File: config.mk
export PLATFORM = sky130hd
export DESIGN_NAME = y_run_length_encoder
export DESIGN_NICKNAME = d
export VERILOG_FILES = /design/src/rtl/y_run_length_encoder.sv
export SDC_FILE = /design/constraint.sdc
export NUM_CORES = 1
export LEC_CHECK = 0
export CORE_ASPECT_RATIO = 1.25
export CORE_MARGIN = 2
export CORE_UTILIZATION = 55
export DETAILED_ROUTE_END_ITERATION = 16
export GPL_ROUTABILITY_DRIVEN = 0
export HOLD_SLACK_MARGIN = 0.12
export PLACE_DENSITY = 0.77
export SLEW_MARGIN = 20
export SYNTH_ARGS = -nofsm -noshare
export SYNTH_HDL_FRONTEND = slang
export SYNTH_SLANG_ARGS = --single-unit
File: constraint.sdc
create_clock -name clk -period 3.1 [get_ports clk]
set_input_delay 0.93 -clock clk [delete_from_list [all_inputs] [get_ports clk]]
set_output_delay 0.93 -clock clk [all_outputs]
set_load 0.03 [all_outputs]
File: src/rtl/y_run_length_encoder.sv
// Run-length encoder for the y bit stream: turns valid samples into (bit, length) tokens
// held in a show-ahead FIFO; a full FIFO without a same-cycle pop drops the token and flags it.
module y_run_length_encoder #(
  parameter int LEN_W = 4,
  parameter int DEPTH = 4,
  parameter int CNT_W = $clog2(DEPTH) + 1
) (
  input  logic             clk,
  input  logic             reset,
  input  logic             y_in,
  input  logic             y_valid,
  input  logic             flush,
  output logic             tok_valid,
  input  logic             tok_ready,
  output logic             tok_bit,
  output logic [LEN_W-1:0] tok_len,
  output logic [CNT_W-1:0] fifo_count,
  output logic             overflow_err
);

  localparam int PTR_W = $clog2(DEPTH);
  localparam logic [LEN_W-1:0] MAX_LEN = '1;

  typedef enum logic {IDLE, RUN} state_t;

  typedef struct packed {
    logic             val;
    logic [LEN_W-1:0] len;
  } tok_t;

  state_t           state_q, state_d;
  logic             cur_bit_q, cur_bit_d;
  logic [LEN_W-1:0] run_len_q, run_len_d;
  logic [PTR_W-1:0] wr_ptr_q, wr_ptr_d, rd_ptr_q, rd_ptr_d;
  logic [CNT_W-1:0] count_q, count_d;
  logic             overflow_q, overflow_d;
  tok_t             hold_q, hold_d;
  tok_t             mem_q [DEPTH];
  tok_t             mem_d [DEPTH];

  logic push, pop, wr_en, empty, full;
  tok_t push_tok, head;

  // Run tracker: decides whether this cycle closes the open run.
  always_comb begin
    state_d   = state_q;
    cur_bit_d = cur_bit_q;
    run_len_d = run_len_q;
    push      = 1'b0;
    push_tok  = '{val: cur_bit_q, len: run_len_q};
    case (state_q)
      IDLE: begin
        if (y_valid) begin
          state_d   = RUN;
          cur_bit_d = y_in;
          run_len_d = LEN_W'(1);
        end
      end
      RUN: begin
        if (y_valid) begin
          if ((y_in != cur_bit_q) || (run_len_q == MAX_LEN) || flush) begin
            push      = 1'b1;
            cur_bit_d = y_in;
            run_len_d = LEN_W'(1);
          end else begin
            run_len_d = run_len_q + 1'b1;
          end
        end else if (flush) begin
          push    = 1'b1;
          state_d = IDLE;
        end
      end
      default: state_d = IDLE;
    endcase
  end

  assign empty = (count_q == '0);
  assign full  = (count_q == CNT_W'(DEPTH));
  assign pop   = !empty && tok_ready;
  // A full FIFO still takes the push when the head leaves in the same cycle.
  assign wr_en = push && (!full || pop);

  always_comb begin
    mem_d = mem_q;
    if (wr_en) mem_d[wr_ptr_q] = push_tok;
    wr_ptr_d   = wr_ptr_q + PTR_W'(wr_en);
    rd_ptr_d   = rd_ptr_q + PTR_W'(pop);
    count_d    = count_q + CNT_W'(wr_en) - CNT_W'(pop);
    overflow_d = overflow_q | (push && full && !pop);
    hold_d     = pop ? mem_q[rd_ptr_q] : hold_q;
  end

  always_ff @(posedge clk) begin
    if (reset) begin
      state_q    <= IDLE;
      cur_bit_q  <= 1'b0;
      run_len_q  <= '0;
      wr_ptr_q   <= '0;
      rd_ptr_q   <= '0;
      count_q    <= '0;
      overflow_q <= 1'b0;
      hold_q     <= '0;
    end else begin
      state_q    <= state_d;
      cur_bit_q  <= cur_bit_d;
      run_len_q  <= run_len_d;
      wr_ptr_q   <= wr_ptr_d;
      rd_ptr_q   <= rd_ptr_d;
      count_q    <= count_d;
      overflow_q <= overflow_d;
      hold_q     <= hold_d;
    end
  end

  // Storage needs no reset: it is only read while count_q says the slot is live.
  always_ff @(posedge clk) begin
    mem_q <= mem_d;
  end

  // Once drained, the outputs keep showing the last token that left.
  assign head         = empty ? hold_q : mem_q[rd_ptr_q];
  assign tok_valid    = !empty;
  assign tok_bit      = head.val;
  assign tok_len      = head.len;
  assign fifo_count   = count_q;
  assign overflow_err = overflow_q;

endmodule

==> impl_metrics.py, run 1 <==
metrics = {
    "drt": {
        "wl_per_cell_um": 14.6,
        "totalWireLength_um": 2820,
        "ant_nets": 0,
        "via_count": 1088,
        "drt_first_pass_iters": 4,
        "dr_wl_met3_um": 132,
        "wl_met2_um": 1530,
        "met1Wirelength_um": 1110,
        "drc": 0,
        "viasPerCell": 5.64,
        "first_iter_violations": 45,
        "dr.max_layer_used": "met4",
    },
    "final_layout": {
        "diodes": 0,
        "synthToLayoutAreaGrowth_pct": 19.0,
        "num-nets-final": 168,
        "final_common_cell": "edfxtp_1",
        "post-route-util_pct": 69.1,
        "drive_gt1_share_pct": 24.2,
        "final_cell_mix": "edfxtp_1 (20), dfxtp_1 (18), buf_4 (13), nor2_1 (10), clkdlybuf4s50_1 (10)",
        "final_cell_area_sq_mm": 0.00203,
    },
    "clock_tree": {
        "holdBufCountCts": 0,
        "clock_latency_ns": 0.34,
        "path_clk_slew_ns": 0.11,
        "cts_max_level": 2,
        "post_cts_resize_count": 7,
        "cts_tree": "built",
        "post_cts_buffers": 0,
        "cts_root_buffer": "clkbuf_4",
        "cts.sinks": 39,
        "cts_buffers": 5,
        "clockBufferDepth": 2,
    },
    "critical_path": {
        "cp_num_cells": 11,
        "slowest_delay_ns": 0.52,
        "path_delay_family": "adder cells",
        "critPathBufInv": 2,
        "reg2reg_slack_ns": 0.51,
        "start_kind": "input port",
        "crit_chain": "clkdlybuf4s50_1, xor2_2, o21ai_2, a21o_1, ha_1, inv_1, ha_1, fa_1, xnor2_1, xnor2_1, nor2_1",
        "crit_path_top_delay_cell": "clkdlybuf4s50_1",
        "end_kind": "flop",
        "r2r_cells": 11,
        "cp.required_ns": 3.35,
        "critPathKind": "input port to flop",
        "rr_endpoint": "fifo_count[2]",
        "path_max_fanout": 2,
        "worstPathArrival_ns": 3.16,
        "r2r-start": "run_len_q[0]",
    },
    "grt": {
        "grt_usage_pct": 18.9,
        "grt_max_degree": 13,
        "grt_pass1_wl_um": 4630,
        "grt_pass1_vias": 1058,
        "grt_overflow": 0,
        "antenna_found_initial": 0,
    },
    "power": {
        "peakVddDrop_mv": 0.697,
        "power_density_mw_per_mm2": 782,
        "p_leak_nw": 0.780,
    },
    "placed_design": {
        "place_hpwl_um": 2170,
        "post_dp_cell_area_sq_mm": 0.00198,
        "portBuffers": 15,
    },
    "timing": {
        "max_freq_mhz": 344,
        "whs_ns": 0.513,
        "fin_setup_tns_ns": 0,
        "fin_crit_ns": 2.91,
        "setup_viol_count_final": 0,
        "fin_skew_ns": 0.00368,
        "rsz0062_at_grt": "no",
        "hold_viol_final": 0,
        "tightest_slew_ns": 0.386,
        "drv_slew": 0,
        "period_share_pct": 93.9,
        "relSlewSlack_pct": 74.2,
    },
    "yosys": {
        "synth_area_sq_mm": 0.00171,
        "async_flop_share_pct": 0,
        "synth-edff-count": 20,
        "syn_nets": 138,
        "avgSynthCellArea_sq_um": 13.6,
        "ys_warn_count": 0,
        "synth_ff_type": "edfxtp_1",
        "synth_cell_types": 37,
        "yosysSeqAreaShare_pct": 57.4,
        "ys_ff_latch": 39,
        "netlist_instances": 126,
    },
    "die": {
        "start_util_pct": 58.0,
        "rows": 22,
        "design.die.area_sq_mm": 0.00357,
        "io_pins": 16,
        "core-area_sq_mm": 0.00295,
        "die_h_um": 66.3,
        "die_width_um": 53.9,
    },
    "job": {
        "maxCapViolCount": 0,
    },
    "outcome": {
        "status": "completed",
    },
    "hold_path": {
        "hold_start": "hold_q[3]",
        "min_path_cells": 2,
        "worstHoldEndpoint": "hold_q[3]",
        "holdCritPathClass": "flop to flop",
    },
}
[worst register-to-register path: stages, from the launching register on]
cell     delay, ns
dfxtp_1       0.48
ha_1          0.24
and3_1        0.27
o21ai_2       0.10
a21o_1        0.19
ha_1          0.27
inv_1         0.04
ha_1          0.19
fa_1          0.38
xnor2_1       0.18
xnor2_1       0.13
nor2_1        0.06
[routing by layer]
layer  up-vias  track usage (%)
met5         -                0
met2        31             31.9
met4         0             11.5
met1       527             19.8
met3         5             6.11
li1        525                -
[registers in the layout, indices dropped and copies added (netlist names)]
name / cells
wr_ptr_q: 2
hold_q: 5
state_q: 1
rd_ptr_q: 2
run_len_q: 4
overflow_err: 1
cur_bit_q: 1
fifo_count: 3
mem_q: 20
[how the worst max path moves through the flow]
stage	from	endpoint	slack, ns
3_5_place_dp	y_in	fifo_count[2]	-0.19
6_report	y_in	fifo_count[2]	0.19
3_3_place_gp	y_in	fifo_count[2]	-0.13
4_1_cts	y_in	fifo_count[2]	0.18
2_1_floorplan	y_in	fifo_count[2]	0.35
5_1_grt	y_in	fifo_count[2]	0.08
[cells in the mapped netlist, types with 2 or more instances]
| cell type | count | area [sq um] |
|---|---|---|
| nand2_1 | 4 | 15.0 |
| a21oi_1 | 3 | 15.0 |
| mux2_2 | 5 | 56.3 |
| dfxtp_1 | 19 | 380 |
| a2111oi_1 | 4 | 40.0 |
| edfxtp_1 | 20 | 601 |
| ha_1 | 5 | 62.6 |
| a31oi_1 | 2 | 12.5 |
| mux2i_1 | 6 | 60.1 |
| clkbuf_1 | 3 | 11.3 |
| nor2b_1 | 4 | 25.0 |
| nor2_1 | 10 | 37.5 |
| xnor2_1 | 4 | 35.0 |
| inv_1 | 9 | 33.8 |
| mux4_2 | 5 | 113 |
| buf_2 | 2 | 10.0 |
[per-stage QoR]
stage | power, mW | instances | worst slack [ns]
after floorplan | 1.15 | 126 | 0.349
after global placement | 1.36 | 185 | -0.129
after detailed placement | 1.39 | 185 | -0.191
after CTS | 1.61 | 193 | 0.178
after global routing | 1.68 | 193 | 0.0783
final | 1.59 | 193 | 0.190
[cell families after synthesis]
family	synth area share [%]
xor gates and xnor gates	3.51
buffers and inverters	3.22
adders and majority gates	4.83
and+or+nand+nor	10.1
muxes	13.4
DFF	57.4
AOI/OAI and AO/OA	7.54
[report_power, final]
| group | total (mW) | switching [mW] | internal [mW] |
|---|---|---|---|
| clock | 0.246 | 0.162 | 0.0844 |
| sequential | 0.682 | 0.0852 | 0.596 |
| combinational | 0.663 | 0.335 | 0.327 |
| total | 1.59 | 0.582 | 1.01 |
[layout make-up]
class                   instances  area (sq um)
multi-input cells              73           679
fillers                       206           911
clock buffers                   5          37.5
clock inverters                 3          15.0
flip-flops and latches         39           982
repair buffers                 28           241
well taps                      36          45.0
inverters                       9          33.8
Note: power is estimated with default switching activity, not from simulation.
==> inputs of run 2 (changes only) <==
CTS_CLUSTER_SIZE = 20   (was unset)
==> results of run 2 <==
Final layout, timing and power as in run 1 (identical DEF).
